$ cat src/rtl/debounce_fsm.sv
// Debounce control stage: synchronises a noisy input and sequences an external delay timer.
// It produces a clean debounced level, one-cycle edge pulses and a saturating glitch count.
module debounce_fsm #(
  parameter int unsigned SYNC_STAGES      = 2,
  parameter int unsigned GLITCH_CNT_WIDTH = 8
) (
  input  logic                        CLK,
  input  logic                        RST,
  input  logic                        noisy_in,
  input  logic                        timer_DONE,
  output logic                        timer_EN,
  output logic                        debounced_out,
  output logic                        rise_pulse,
  output logic                        fall_pulse,
  output logic [GLITCH_CNT_WIDTH-1:0] glitch_count
);

  typedef enum logic [1:0] {
    StStableLow,
    StCheckHigh,
    StStableHigh,
    StCheckLow
  } state_e;

  state_e                      state_q;
  logic [SYNC_STAGES-1:0]      sync_q;
  logic                        first_q;
  logic                        level_q;
  logic                        rise_q;
  logic                        fall_q;
  logic [GLITCH_CNT_WIDTH-1:0] glitch_q;
  logic                        s;

  assign s = sync_q[SYNC_STAGES-1];

  always_ff @(posedge CLK) begin
    if (RST) begin
      state_q  <= StStableLow;
      sync_q   <= '0;
      first_q  <= 1'b0;
      level_q  <= 1'b0;
      rise_q   <= 1'b0;
      fall_q   <= 1'b0;
      glitch_q <= '0;
    end else begin
      sync_q  <= {sync_q[SYNC_STAGES-2:0], noisy_in};
      first_q <= 1'b0;
      rise_q  <= 1'b0;
      fall_q  <= 1'b0;
      unique case (state_q)
        StStableLow: begin
          if (s) begin
            state_q <= StCheckHigh;
            first_q <= 1'b1;
          end
        end
        StCheckHigh: begin
          // A reversion beats a simultaneous DONE; DONE in the first cycle may be stale.
          if (!s) begin
            state_q <= StStableLow;
            if (glitch_q != '1) glitch_q <= glitch_q + GLITCH_CNT_WIDTH'(1);
          end else if (timer_DONE && !first_q) begin
            state_q <= StStableHigh;
            level_q <= 1'b1;
            rise_q  <= 1'b1;
          end
        end
        StStableHigh: begin
          if (!s) begin
            state_q <= StCheckLow;
            first_q <= 1'b1;
          end
        end
        StCheckLow: begin
          if (s) begin
            state_q <= StStableHigh;
            if (glitch_q != '1) glitch_q <= glitch_q + GLITCH_CNT_WIDTH'(1);
          end else if (timer_DONE && !first_q) begin
            state_q <= StStableLow;
            level_q <= 1'b0;
            fall_q  <= 1'b1;
          end
        end
        default: state_q <= StStableLow;
      endcase
    end
  end

  assign timer_EN      = (state_q == StCheckHigh) || (state_q == StCheckLow);
  assign debounced_out = level_q;
  assign rise_pulse    = rise_q;
  assign fall_pulse    = fall_q;
  assign glitch_count  = glitch_q;

endmodule
$ cat config.mk
export PLATFORM = sky130hd
export DESIGN_NAME = debounce_fsm
export DESIGN_NICKNAME = d
export VERILOG_FILES = /design/src/rtl/debounce_fsm.sv
export SDC_FILE = /design/constraint.sdc
export NUM_CORES = 1
export LEC_CHECK = 0
export BUFFER_PORTS_ARGS = -buffer_cell sky130_fd_sc_hd__buf_4
export CORE_MARGIN = 2
export CORE_UTILIZATION = 40
export CTS_BUF_LIST = sky130_fd_sc_hd__clkbuf_8
export CTS_CLUSTER_DIAMETER = 60
export DETAILED_ROUTE_END_ITERATION = 10
export GPL_TIMING_DRIVEN = 0
export HOLD_SLACK_MARGIN = 0.12
export PLACE_DENSITY = 0.66
export SLEW_MARGIN = 40
export SYNTH_ARGS = -nofsm -noshare
export SYNTH_HDL_FRONTEND = slang
export SYNTH_SLANG_ARGS = --single-unit
$ cat constraint.sdc
create_clock -name CLK -period 3.15 [get_ports CLK]
set_clock_uncertainty 0.05 [all_clocks]
set_input_delay 0.315 -clock CLK [delete_from_list [all_inputs] [get_ports CLK]]
set_output_delay 0.315 -clock CLK [all_outputs]
set_load 0.005 [all_outputs]
Word-level counts from Yosys, hierarchy flattened
Cells that the tools add are included.
{"block": "totals", "regBits": 16}
{"block": "classes", "n_addsub": 1, "eq_ne": 14, "n_mux": 20, "n_bitwise": 3, "reduce_logical": 10}
{"op": "$mux 8", "n": 3}
{"op": "$ne 2x2->1 const B", "n": 8}
{"op": "$pmux 8 s2", "n": 1}
{"op": "$mux 2", "n": 6}
{"op": "$add 8x1->8 const B", "n": 1}
{"op": "$ne 8x8->1 const B", "n": 1}
{"op": "$pmux 2 s4", "n": 1}
{"op": "$mux 1", "n": 7}
{"op": "$ne 3x3->1 const B", "n": 2}
{"op": "$reduce_or 3->1", "n": 2}
{"op": "$reduce_and 5->1", "n": 1}
{"op": "$eq 2x2->1 const B", "n": 2}
{"op": "$pmux 1 s2", "n": 2}
{"op": "$reduce_and 4->1", "n": 1}
{"op": "$not 1->1", "n": 3}
{"op": "$reduce_and 3->1", "n": 1}
{"op": "$eq 2x1->1 const B", "n": 1}
{"op": "$logic_not 2->1", "n": 1}
{"op": "$reduce_bool 2->1", "n": 1}
{"op": "$logic_and 1x1->1", "n": 1}
{"op": "$logic_not 1->1", "n": 1}
{"op": "$logic_or 1x1->1", "n": 1}

Longest topological paths before layout
{"block": "depth", "ltp_word": 5, "depth_mapped": 5, "mapped_depth_nobuf": 5}

Worst setup path before layout
Ideal clock, no wire load.
{"block": "synth_timing", "path_type": "register to register", "startpoint": "register glitch_q[0] (netlist: glitch_count[0])", "endpoint": "register glitch_q[1] (netlist: glitch_count[1])", "setup_ns": 0.129, "arrival_time_ns": 1.177, "required_time_ns": 2.971, "setup_slack_ns": 1.794, "stages_incl_launch_ff": 6, "n_path_buf": 0, "period_less_slack_ns": 1.356, "cell_sequence": "dfxtp_1 ha_1 nand4_1 o211ai_1 mux2i_1 nor2_1"}
{"block": "synth_via", "elab_chain_cells": 4}
{"item": "start: declaration", "line_no": "31", "rtl": "logic [GLITCH_CNT_WIDTH-1:0] glitch_q;"}
{"item": "start signal: assignment", "line_no": "61", "rtl": "if (glitch_q != '1) glitch_q <= glitch_q + GLITCH_CNT_WIDTH'(1);"}
{"item": "start signal: assignment", "line_no": "77", "rtl": "if (glitch_q != '1) glitch_q <= glitch_q + GLITCH_CNT_WIDTH'(1);"}
{"item": "$add 8x1->8 or $ne 8x8->1 (tied branches)", "line_no": "61, 77"}
{"item": "$mux 8 (*)", "line_no": "61, 77"}
{"item": "$mux 8, on equally long branches", "line_no": "75, 59"}
{"item": "$pmux 8 s2 (*)", "line_no": "50", "rtl": "unique case (state_q)"}
Every way passes the cells marked *; elsewhere a longest branch is shown, timed or not. The select of a mux whose other input is x is not followed.
A chain may end at the register's enable or synchronous reset.

Worst setup path after layout
{"block": "layout_timing", "startpoint": "register sync_q[1]", "endpoint": "register glitch_q[7] (netlist: glitch_count[7])"}
{"block": "layout_via", "elab_chain_cells": 2}
{"item": "start: declaration", "line_no": "26", "rtl": "logic [SYNC_STAGES-1:0] sync_q;"}
{"item": "start signal: assignment", "line_no": "46", "rtl": "sync_q <= {sync_q[SYNC_STAGES-2:0], noisy_in};"}
{"item": "$ne 2x2->1 (no source line)"}
{"item": "$reduce_and 3->1 (no source line) (*)"}
Every way passes the cells marked *; elsewhere a longest branch is shown, timed or not.

==> metrics <==
htree depth=1; busiest grt layer=met2; Max Slew Vio Count=0; first-pass GRT wire length=around 2.2 mm; RSZ-0062 raised after global routing=false; largest net degree at the start of global routing=11; Leak Pwr=0.3545 nW; status=complete, no violations; Synth area leaders=dfxtp_1 (47%), mux2i_1 (4.5%), nor2_1 (3.9%); n_diodes=0; hpwl dp=about 920 microns; # resized after CTS=0; die area=approximately 2000 sq um; top_reg_cell synth=dfxtp_1; Area Growth Syn to Fin=27.83%; critical path class=flop to flop; Die Span X=~45 microns; final hold violation count=0; TNS Setup=0 ns; clock latency on the worst-skew pair=approximately 0.25 ns; clk slew on worst S/H paths=0.06 ns; Yosys top cell area share=a little under half; Yosys top cell by area=dfxtp_1; CTS sink cnt=16; layout cells sized above 1=27.17%; DR WL/cell=12.52 microns; Worst Path Arrival=between 1.5 and 2 ns; PwrDens=slightly below 500 nW/um^2; Starting Density=a little over two fifths; GPL Wtd Cong=slightly above 0.8; GR Layer Usage met2=between 20% and 30%; Slew @ Worst Pin=0.4603 ns; Layout Nets=slightly below 100; Setup WS pre-CTS=roughly 1.7 ns; number of nets with antenna violations after routing=0; Root Driver=clkbuf_8; fin crit share=roughly 47%; DRC=0; initial antenna violation count=0; synthesized cell area=674.4 sq um; Synth Net Count=78; Slew headroom=between 60% and 70%; routing usage on met3=3.600%; routed wire length=~1.4 mm; Final WS setup=1.684 ns; Commonest cells post-synth=dfxtp_1 (16), nor2_1 (7), nand2_1 (6); Max clock buf depth=2; Hold Path Class=input pin to flop; Initial DRC Count=15; Fmax=roughly 680 MHz; minimum clock period=1.466 ns; most frequent cell after synthesis=dfxtp_1; Die Y-Extent=~45 microns; setup bufs post-CTS=0; CTS Buf Count=3; number of global-route vias before repair=between 500 and 600; Max Cap Viol=0; Max VDD drop=roughly 270 uV; Min-Delay Path Depth=2; Core Box Area=around 1500 sq um; WP data required=about 3.2 ns; Yosys warnings=0; First-pass DRT Iterations=4; # IOs=16; row cnt=14; met1 Usage GRT=a little over a fifth; Overall Global Routing Usage=15.85%; CP Launch Type=flop; Hold-fix buffers, CTS=0; number of synthesized flops with an enable pin=0; CP endpoint kind=flop; Port Buf Inserts=15; Post-synth ARST share=0%; syn avg cell area=a little over 9 sq um; post-synth cell types=29; Seq/Total Area, Yosys=a little under half; CTS tree=yes; crit-path max FO=7; Syn Inst Count=73; Vias/cell=approximately 5.5; via count=590; total congestion overflow=0; final setup vio count=0; Final Core Density=55.93%; FF-to-FF path depth=5; #FFs+latches synth=16
==> placed cells by master, fill, tap and decap left out, drive strengths merged <==
master / netlist / final
nor2b: 2 / 2
ha: 1 / 1
nor4b: 2 / 2
nor3: 3 / 3
and3: 1 / 1
or2: 2 / 2
clkbuf: 2 / 6
a211oi: 1 / 1
a31oi: 4 / 4
o22ai: 1 / 1
mux2i: 3 / 3
nand4: 3 / 3
o21ai: 2 / 2
nor2: 8 / 8
xnor2: 1 / 1
a21oi: 3 / 3
nand2: 6 / 6
nand3: 2 / 2
o21bai: 2 / 2
nand2b: 1 / 1
nor4: 1 / 1
o211ai: 1 / 1
and4b: 1 / 1
buf: 1 / 16
dfxtp: 16 / 16
inv: 1 / 1
xor2: 2 / 2
==> per-layer routing <==
metal	share of wire [%]	wire (microns)	up-vias
li1	-	-	299
met1	47	642	269
met2	45	608	19
met3	5.3	71	3
met4	2.1	29	0
met5	0	0	-
==> power by group <==
part / switching (W) / leakage (nW) / internal, W
combinational: 0.0000102 / 0.196 / 0.0000111
sequential: 0.00000270 / 0.130 / 0.000207
clock: 0.0000733 / 0.0288 / 0.000111
==> final timing paths <==
check	start	end	slack [ns]
worst min-delay path	RST	sync_q[1]	0.23
worst max-delay path	sync_q[1]	glitch_count[7]	1.68
worst min register to register	sync_q[0]	sync_q[1]	0.39
worst max register to register	sync_q[1]	glitch_count[7]	1.68
==> metrics by stage <==
step | hold slack, ns | instance area [sq um] | std cells | power (W)
CTS | 0.2314 | 862.1 | 108 | 0.0004191
global placement | 0.3764 | 807.0 | 104 | 0.0002351
floorplan | 0.3366 | 674.4 | 73 | 0.0002250
detailed placement | 0.3799 | 807.0 | 104 | 0.0002353
global route | 0.2432 | 862.1 | 108 | 0.0004303
finish | 0.2285 | 862.1 | 108 | 0.0004150
==> state kept, by name (all words and copies together) (netlist names), named ones only <==
name,flops
debounced_out,1
fall_pulse,1
first_q,1
glitch_count,8
rise_pulse,1
state_q,1
sync_q,2
==> critical path: stages, from the launching register on <==
cell	delay, ns
dfxtp_1	0.29
buf_2	0.16
xor2_2	0.18
nor4_1	0.37
mux2i_1	0.24
nor2_1	0.05
==> cell type report <==
class	count	area, sq um
Fill cell	151	679.4
Multi-Input combinational cell	53	337.8
Sequential cell	16	320.3
Timing Repair Buffer	15	112.6
Clock buffer	4	55.05
Tap cell	16	20.02
Buffer	3	12.51
Inverter	1	3.754
==> cells by family (layout without fill, tap and decap cells) <==
| group | after synthesis | count (layout) | synth area share, % |
|---|---|---|---|
| compound gates | 14 | 14 | 13.54 |
| fa+ha+maj | 1 | 1 | 1.855 |
| flops | 16 | 16 | 47.50 |
| xor+xnor | 3 | 3 | 5.010 |
| buf+inv | 4 | 23 | 2.411 |
| mux | 3 | 3 | 4.453 |
| simple gates | 32 | 32 | 25.23 |
Power figures use the tool's default switching activity.
